[src/rtl/mlp_job_sequencer.sv]
// Job sequencer for a two-column MLP: clears and loads the weight FIFO, seeds the
// activation, starts the MLP, then waits for completion or timeout and holds the result.
module mlp_job_sequencer #(
    parameter int         ROWS           = 2,
    parameter logic [3:0] MLP_DONE_STATE = 4'd6,
    parameter int         TIMEOUT        = 255
) (
    input  logic                   clk,
    input  logic                   rst_n,
    input  logic                   cmd_valid,
    output logic                   cmd_ready,
    input  logic [16*ROWS-1:0]     cmd_weights,
    input  logic [15:0]            cmd_act,
    output logic                   wf_push_col0,
    output logic                   wf_push_col1,
    output logic [7:0]             wf_data_in,
    output logic                   wf_reset,
    output logic                   init_act_valid,
    output logic [15:0]            init_act_data,
    output logic                   start_mlp,
    output logic                   weights_ready,
    input  logic [3:0]             mlp_state,
    input  logic signed [31:0]     mlp_acc0,
    input  logic signed [31:0]     mlp_acc1,
    output logic                   res_valid,
    input  logic                   res_ready,
    output logic signed [31:0]     res_acc0,
    output logic signed [31:0]     res_acc1,
    output logic [7:0]             res_cycles,
    output logic                   res_timeout,
    output logic                   busy
);

    localparam int             NB        = 2 * ROWS;
    localparam int             IW        = $clog2(NB + 1);
    localparam logic [IW-1:0]  L_NB      = IW'(NB);
    localparam logic [IW-1:0]  L_ROWS    = IW'(ROWS);
    // The wait counter is 16 bits wide, so TIMEOUT must stay below 65536.
    localparam logic [15:0]    L_TIMEOUT = 16'(TIMEOUT);

    localparam logic [2:0] S_IDLE   = 3'd0;
    localparam logic [2:0] S_WRST   = 3'd1;
    localparam logic [2:0] S_LOADW  = 3'd2;
    localparam logic [2:0] S_WRDY   = 3'd3;
    localparam logic [2:0] S_ACT    = 3'd4;
    localparam logic [2:0] S_START  = 3'd5;
    localparam logic [2:0] S_WAIT   = 3'd6;
    localparam logic [2:0] S_RESULT = 3'd7;

    function automatic logic [7:0] sat_cycles(input logic [15:0] n);
        return (n > 16'd255) ? 8'hFF : n[7:0];
    endfunction

    logic [2:0]             r_state;
    logic [IW-1:0]          r_idx;
    logic [15:0]            r_wcnt;
    logic [16*ROWS-1:0]     r_weights;
    logic [15:0]            r_act;
    logic                   r_wf_reset;
    logic                   r_push0;
    logic                   r_push1;
    logic [7:0]             r_wf_data;
    logic                   r_weights_ready;
    logic                   r_init_act_valid;
    logic [15:0]            r_init_act_data;
    logic                   r_start;
    logic                   r_res_valid;
    logic signed [31:0]     r_res_acc0;
    logic signed [31:0]     r_res_acc1;
    logic [7:0]             r_res_cycles;
    logic                   r_res_timeout;

    logic [15:0]            w_elapsed;
    logic                   w_done;
    logic [7:0]             w_byte;

    assign w_elapsed = r_wcnt + 16'd1;
    assign w_done    = (mlp_state == MLP_DONE_STATE);
    assign w_byte    = 8'(r_weights >> {r_idx, 3'b000});

    // Strobes are registered from the transition into their state, so each one is
    // high exactly while the FSM sits in the matching state.
    always_ff @(posedge clk or negedge rst_n) begin
        if (!rst_n) begin
            r_state          <= S_IDLE;
            r_idx            <= '0;
            r_wcnt           <= '0;
            r_weights        <= '0;
            r_act            <= '0;
            r_wf_reset       <= 1'b0;
            r_push0          <= 1'b0;
            r_push1          <= 1'b0;
            r_wf_data        <= '0;
            r_weights_ready  <= 1'b0;
            r_init_act_valid <= 1'b0;
            r_init_act_data  <= '0;
            r_start          <= 1'b0;
            r_res_valid      <= 1'b0;
            r_res_acc0       <= '0;
            r_res_acc1       <= '0;
            r_res_cycles     <= '0;
            r_res_timeout    <= 1'b0;
        end else begin
            r_wf_reset       <= 1'b0;
            r_push0          <= 1'b0;
            r_push1          <= 1'b0;
            r_weights_ready  <= 1'b0;
            r_init_act_valid <= 1'b0;
            r_start          <= 1'b0;
            case (r_state)
                S_IDLE: begin
                    if (cmd_valid) begin
                        r_weights  <= cmd_weights;
                        r_act      <= cmd_act;
                        r_idx      <= '0;
                        r_wf_reset <= 1'b1;
                        r_state    <= S_WRST;
                    end
                end
                // WRST already presents byte 0; LOADW then walks the rest and exits at NB.
                S_WRST, S_LOADW: begin
                    if (r_idx == L_NB) begin
                        r_weights_ready <= 1'b1;
                        r_state         <= S_WRDY;
                    end else begin
                        r_wf_data <= w_byte;
                        r_push0   <= (r_idx < L_ROWS);
                        r_push1   <= !(r_idx < L_ROWS);
                        r_idx     <= r_idx + IW'(1);
                        r_state   <= S_LOADW;
                    end
                end
                S_WRDY: begin
                    r_init_act_valid <= 1'b1;
                    r_init_act_data  <= r_act;
                    r_state          <= S_ACT;
                end
                S_ACT: begin
                    r_start <= 1'b1;
                    r_wcnt  <= '0;
                    r_state <= S_START;
                end
                S_START: begin
                    r_state <= S_WAIT;
                end
                S_WAIT: begin
                    r_wcnt <= w_elapsed;
                    if (w_done || (w_elapsed >= L_TIMEOUT)) begin
                        r_res_acc0    <= mlp_acc0;
                        r_res_acc1    <= mlp_acc1;
                        r_res_cycles  <= sat_cycles(w_elapsed);
                        r_res_timeout <= !w_done;
                        r_res_valid   <= 1'b1;
                        r_state       <= S_RESULT;
                    end
                end
                S_RESULT: begin
                    if (res_ready) begin
                        r_res_valid <= 1'b0;
                        r_state     <= S_IDLE;
                    end
                end
                default: r_state <= S_IDLE;
            endcase
        end
    end

    assign cmd_ready      = (r_state == S_IDLE);
    assign busy           = (r_state != S_IDLE);
    assign wf_reset       = r_wf_reset;
    assign wf_push_col0   = r_push0;
    assign wf_push_col1   = r_push1;
    assign wf_data_in     = r_wf_data;
    assign weights_ready  = r_weights_ready;
    assign init_act_valid = r_init_act_valid;
    assign init_act_data  = r_init_act_data;
    assign start_mlp      = r_start;
    assign res_valid      = r_res_valid;
    assign res_acc0       = r_res_acc0;
    assign res_acc1       = r_res_acc1;
    assign res_cycles     = r_res_cycles;
    assign res_timeout    = r_res_timeout;

endmodule

[config.mk]
export PLATFORM = sky130hd
export DESIGN_NAME = mlp_job_sequencer
export DESIGN_NICKNAME = d
export VERILOG_FILES = /design/src/rtl/mlp_job_sequencer.sv
export SDC_FILE = /design/constraint.sdc
export NUM_CORES = 1
export LEC_CHECK = 0
export ABC_AREA = 0
export BUFFER_PORTS_ARGS = -buffer_cell sky130_fd_sc_hd__buf_2
export CAP_MARGIN = 10
export CORE_ASPECT_RATIO = 1.2
export CORE_MARGIN = 10
export CORE_UTILIZATION = 56
export CTS_CLUSTER_DIAMETER = 30
export DETAILED_ROUTE_END_ITERATION = 10
export PLACE_DENSITY_LB_ADDON = 0.2
export SYNTH_ARGS = -nofsm -noshare
export SYNTH_HDL_FRONTEND = slang
export SYNTH_SLANG_ARGS = --single-unit
[constraint.sdc]
create_clock -name clk -period 5 [get_ports clk]
set_clock_uncertainty 0.05 [all_clocks]
set_input_delay 1 -clock clk [delete_from_list [all_inputs] [get_ports clk]]
set_output_delay 1 -clock clk [all_outputs]
set_load 0.01 [all_outputs]
# == Yosys cells after proc, flatten, opt, wreduce, memory -nomap -nowiden ==
# Index checks and enable logic that the tools add are counted.
# totals
wordCells,76
ff_bits,174
out_inout_bits,106
# op_classes
addsub,2
n_reduce_logical,15
bitwise,1
eq_ne,13
shift,1
n_mux,23
magnitude_cmp,3
# ops
op,n
case mux 16 bit (2 select lines),1
right shift 32 x 6 -> 8 bit,1
case mux 3 bit (7 select lines),1
"adder 16 x 1 -> 16 bit, second input constant",1
">= comparator 16 x 8 -> 1 bit, second input constant",1
"> comparator 16 x 8 -> 1 bit, second input constant",1
"== test 3 bit, second input constant",5
two-way mux 3 bit,5
two-way mux 1 bit,13
AND reduction 3 bit,3
two-way mux 8 bit,1
"inequality test 2 bit, second input constant",4
"== test 3 x 2 -> 1 bit, second input constant",2
case mux 3 bit (2 select lines),1
AND reduction 2 bit,3
nonzero test 2 bit,3
"== test 4 x 3 -> 1 bit, second input constant",1
"adder 3 x 1 -> 3 bit, second input constant",1
"== test 3 x 1 -> 1 bit, second input constant",1
zero test 3 bit,1
"< comparator 3 x 2 -> 1 bit, second input constant",1
nonzero test 3 bit,1
zero test 1 bit,2
case mux 1 bit (2 select lines),1
other kinds (3),3

# == Logic depth before layout (Yosys ltp) ==
# logic_depth
depth_word,5
ltp_mapped,10

# == Worst setup path after synthesis ==
# No wires, ideal clock.
# synth_path
path_kind,reg-to-reg
startpoint,register r_wcnt[0]
endpoint,register r_res_acc0[0] (netlist: res_acc0[0])
stages_incl_launch_ff,10
t_arrival_ns,2.437
required_ns,4.825
period_less_slack_ns,2.612
n_path_buf,2
setup_slack_ns,2.388
cell_sequence,dfrtp_1 ha_1 nand3_1 or4_4 mux2i_1 nand4_1 o21a_1 buf_6 buf_6 mux2_4
# synth_via
elab_chain_len,4
# synth_rtl
element,line_no,rtl
"start, declared",56,logic [15:0] r_wcnt;
"start signal, assigned",147,r_wcnt <= w_elapsed;
adder 16 x 1 -> 16 bit,77,assign w_elapsed = r_wcnt + 16'd1;
>= comparator 16 x 8 -> 1 bit,148,if (w_done || (w_elapsed >= L_TIMEOUT)) begin
logical OR 1 bit,148,
AND reduction 2 bit (no line),--,
"end signal, assigned",149,r_res_acc0 <= mlp_acc0;
"end, declared",68,logic signed [31:0] r_res_acc0;
# No other way between the ends.
# A chain may end at the register's enable or synchronous reset.

# == Worst setup path in the final report ==
# layout_path
startpoint,register r_wcnt[0]
endpoint,register r_res_acc0[10] (netlist: res_acc0[10])
# Same word-level chain as after synthesis.

==> results.toml <==
[worst_setup_path]
cp.arrival_ns = 3.73
critPathMaxFanout = 60
critPathLaunchType = "register"
crit_type = "reg2reg"
worstPathRequired_ns = 5.26
worstSetupEndpointType = "register"

[global_routing]
grt_pass1_wl_microns = 31000
grt_overflow = 0
antenna_found_initial = 2
grt_max_degree = 115
grtUsageTotal_pct = 20.9
grt_pass1_vias = 5825

[placed_design]
place_congestion = 0.868
placed_area_sq_mm = 0.00866
dp.final_hpwl_microns = 13900
io_buffers = 225
placed_cells = 1014

[detailed_routing]
vias = 5483
vias_per_cell = 5.23
wl_microns = 19200
initialDrtViolationCount = 351
firstDrtPassIters = 4
wl_per_cell_microns = 18.3
ant_nets = 0
drc = 0

[synthesis]
synth.area.mux_share_pct = 15.9
synth_compound_area_share_pct = 4.96
synth-edff-count = 0
synthCells = 655
yosysUniqueCellTypes = 42
synth_area_per_cell_sq_um = 11.4
ys.flop_type = "dfrtp_1"
synth_top_family_by_area = "multiplexers"
synthesis.nets = 779
synthAdderAreaFrac_pct = 0.669
synth_xor_xnor_area_share_pct = 1.29
synth_simple_gate_area_share_pct = 15.7
ys_ff_latch = 174
syn-cell-area_sq_mm = 0.00749
yosys_warnings = 0
async_flop_share_pct = 100
yosysSeqAreaShare_pct = 58.2

[cts]
cts.repair.resized = 0
cts_buffer_depth = 2
cts_buffers = 17
cts_tree = "yes"
clk_pin_slew_ns = 0.06
cts_sinks = 174
insertion_delay_ns = 0.43
clock-root-buffer = "clkbuf_16"
htreeDepth = 4
cts_setup_buffers = 0
cts_hold_buf = 0

[floorplanning]
die_area_sq_mm = 0.0184
core_sq_mm = 0.0132
chipWidth_microns = 126
die_h_microns = 147
io_pins = 226
rows = 46
start_util_pct = 56.8

[sta]
setup_violations = 0
max_freq_mhz = 288
tightest_slew_ns = 1.18
report.final.slew_viol_count = 0
hold_viol = 0
period_share_pct = 69.5
final.min_clock_period_ns = 3.48
maxSlewHeadroom_pct = 21.2
rsz0062_at_grt = "false"
final.setup.tns_ns = 0

[final_layout]
final_cell_area_sq_mm = 0.00922
synthToLayoutAreaGrowth_pct = 23.1
final_layout_size_suffix_gt1_share_pct = 38.6
fin_nets = 989
stdcell_count = 1048

[min_path]
hp-class = "reg2reg"

[flow_run]
cap_violations = 0

[pwr]
vdd_drop_max_mv = 0.314
p_leak_uw = 0.00489
power_density_mw_per_mm2 = 600

[outcome]
run_status = "complete, no violations"
-- layout make-up --
cell class | instances | area [sq um]
multi-input cells | 433 | 2900
well taps | 168 | 210
clock inverters | 14 | 120
clock buffers | 18 | 429
repair buffers | 229 | 1160
diodes | 2 | 5.00
flip-flops and latches | 174 | 4350
fillers | 1017 | 3970
inverters | 10 | 37.5
-- synthesized netlist by cell type (2+ instances only) --
master | number | area share, %
and3_1 | 5 | 0.42
xnor2_1 | 8 | 0.94
buf_1 | 2 | 0.10
mux2i_1 | 5 | 0.67
a22o_1 | 9 | 1.1
mux2_4 | 61 | 12
dfrtp_1 | 174 | 58
mux4_2 | 8 | 2.4
nand3_1 | 12 | 0.80
a2bb2oi_1 | 8 | 0.94
or3_1 | 2 | 0.17
inv_1 | 8 | 0.40
o21ai_0 | 19 | 1.3
mux2_2 | 4 | 0.60
nand4_1 | 9 | 0.75
nor3b_1 | 2 | 0.20
clkbuf_1 | 24 | 1.2
o21a_1 | 3 | 0.30
nor2_1 | 21 | 1.1
a21oi_1 | 10 | 0.67
nand2b_1 | 3 | 0.25
buf_6 | 8 | 1.2
buf_2 | 4 | 0.27
nor4_1 | 2 | 0.17
ha_1 | 4 | 0.67
nor3_1 | 9 | 0.60
xor2_1 | 3 | 0.35
nand2_1 | 214 | 11
-- worst max-delay path, stage by stage (launching register included) --
cell,delay (ns)
dfrtp_1,0.45
ha_1,0.28
nand3_1,0.16
or4_4,0.60
mux2i_1,0.15
nand4_1,0.13
o21a_4,0.86
buf_4,0.33
mux2_4,0.32
-- metrics by stage --
step | util, % | power (uW) | hold WS [ns] | setup WS [ns]
finish | 69.9 | 5530 | 0.419 | 1.52
global route | 69.9 | 5890 | 0.446 | 1.29
CTS | 69.9 | 5590 | 0.420 | 1.50
detailed placement | 65.7 | 4330 | 0.407 | 1.49
global placement | 65.7 | 4230 | 0.398 | 1.55
floorplan | - | 3540 | 0.389 | 2.39
-- cells by family after synthesis --
| logic type | Yosys count |
|---|---|
| flip-flops | 174 |
| adder cells (fa/ha/maj) | 4 |
| AO/OA/AOI/OAI | 56 |
| AND/OR/NAND/NOR | 284 |
| XOR/XNOR | 11 |
| buffers and inverters | 48 |
| multiplexers | 78 |
-- power by group --
| part | switching [uW] | total, uW | internal (uW) |
|---|---|---|---|
| Combinational | 944 | 1870 | 926 |
| Sequential | 418 | 2420 | 2000 |
| Clock | 554 | 1240 | 683 |
| Total | 1920 | 5530 | 3610 |
-- flip-flops by register name, summed over array words and instances, names as in the netlist, 3 cells and up --
| name | cells |
|---|---|
| init_act_data | 16 |
| r_wcnt | 16 |
| r_act | 16 |
| r_weights | 32 |
| res_cycles | 8 |
| res_acc1 | 32 |
| r_state | 3 |
| res_acc0 | 32 |
| r_idx | 3 |
| wf_data_in | 8 |
-- cells in the final DEF, fill, tap and decap left out, types with 3 or more instances in the layout --
master      count
ha_1            4
xor2_1          3
inv_1           8
and3_1          5
nand3_1        12
nand4_1         9
nor3_1          9
mux2i_1         5
a21oi_1        10
dfrtp_1       174
nand2b_1        3
xnor2_1         8
a2bb2oi_1       8
nand2_1       213
o21ai_0        19
clkinvlp_4      4
a22o_1          9
buf_4           4
clkbuf_16      17
mux4_2          8
mux2_2          4
clkinv_2        5
nor2_1         21
clkinv_4        3
buf_2         224
mux2_4         61
-- routing by layer --
metal	track usage [%]	vias to the layer above	share of wire (%)
met5	0	-	0
met4	9.00	0	3.4
met3	7.03	41	6.5
met2	34.1	176	50
met1	24.6	2651	40
li1	-	2615	-
-- worst paths after layout --
| check | depth (start not counted) | slack (ns) | to | from |
|---|---|---|---|---|
| max | 8 | 1.52 | res_acc0[10] | r_wcnt[0] |
| min | 2 | 0.42 | init_act_data[9] | r_act[9] |
| max reg2reg | 8 | 1.52 | res_acc0[10] | r_wcnt[0] |
| min reg2reg | 2 | 0.42 | init_act_data[9] | r_act[9] |
| max in group asynchronous | 2 | 3.14 | res_acc0[19] | rst_n |
| min in group asynchronous | 1 | 0.62 | r_wcnt[13] | rst_n |
(Power assumes the default switching activity.)
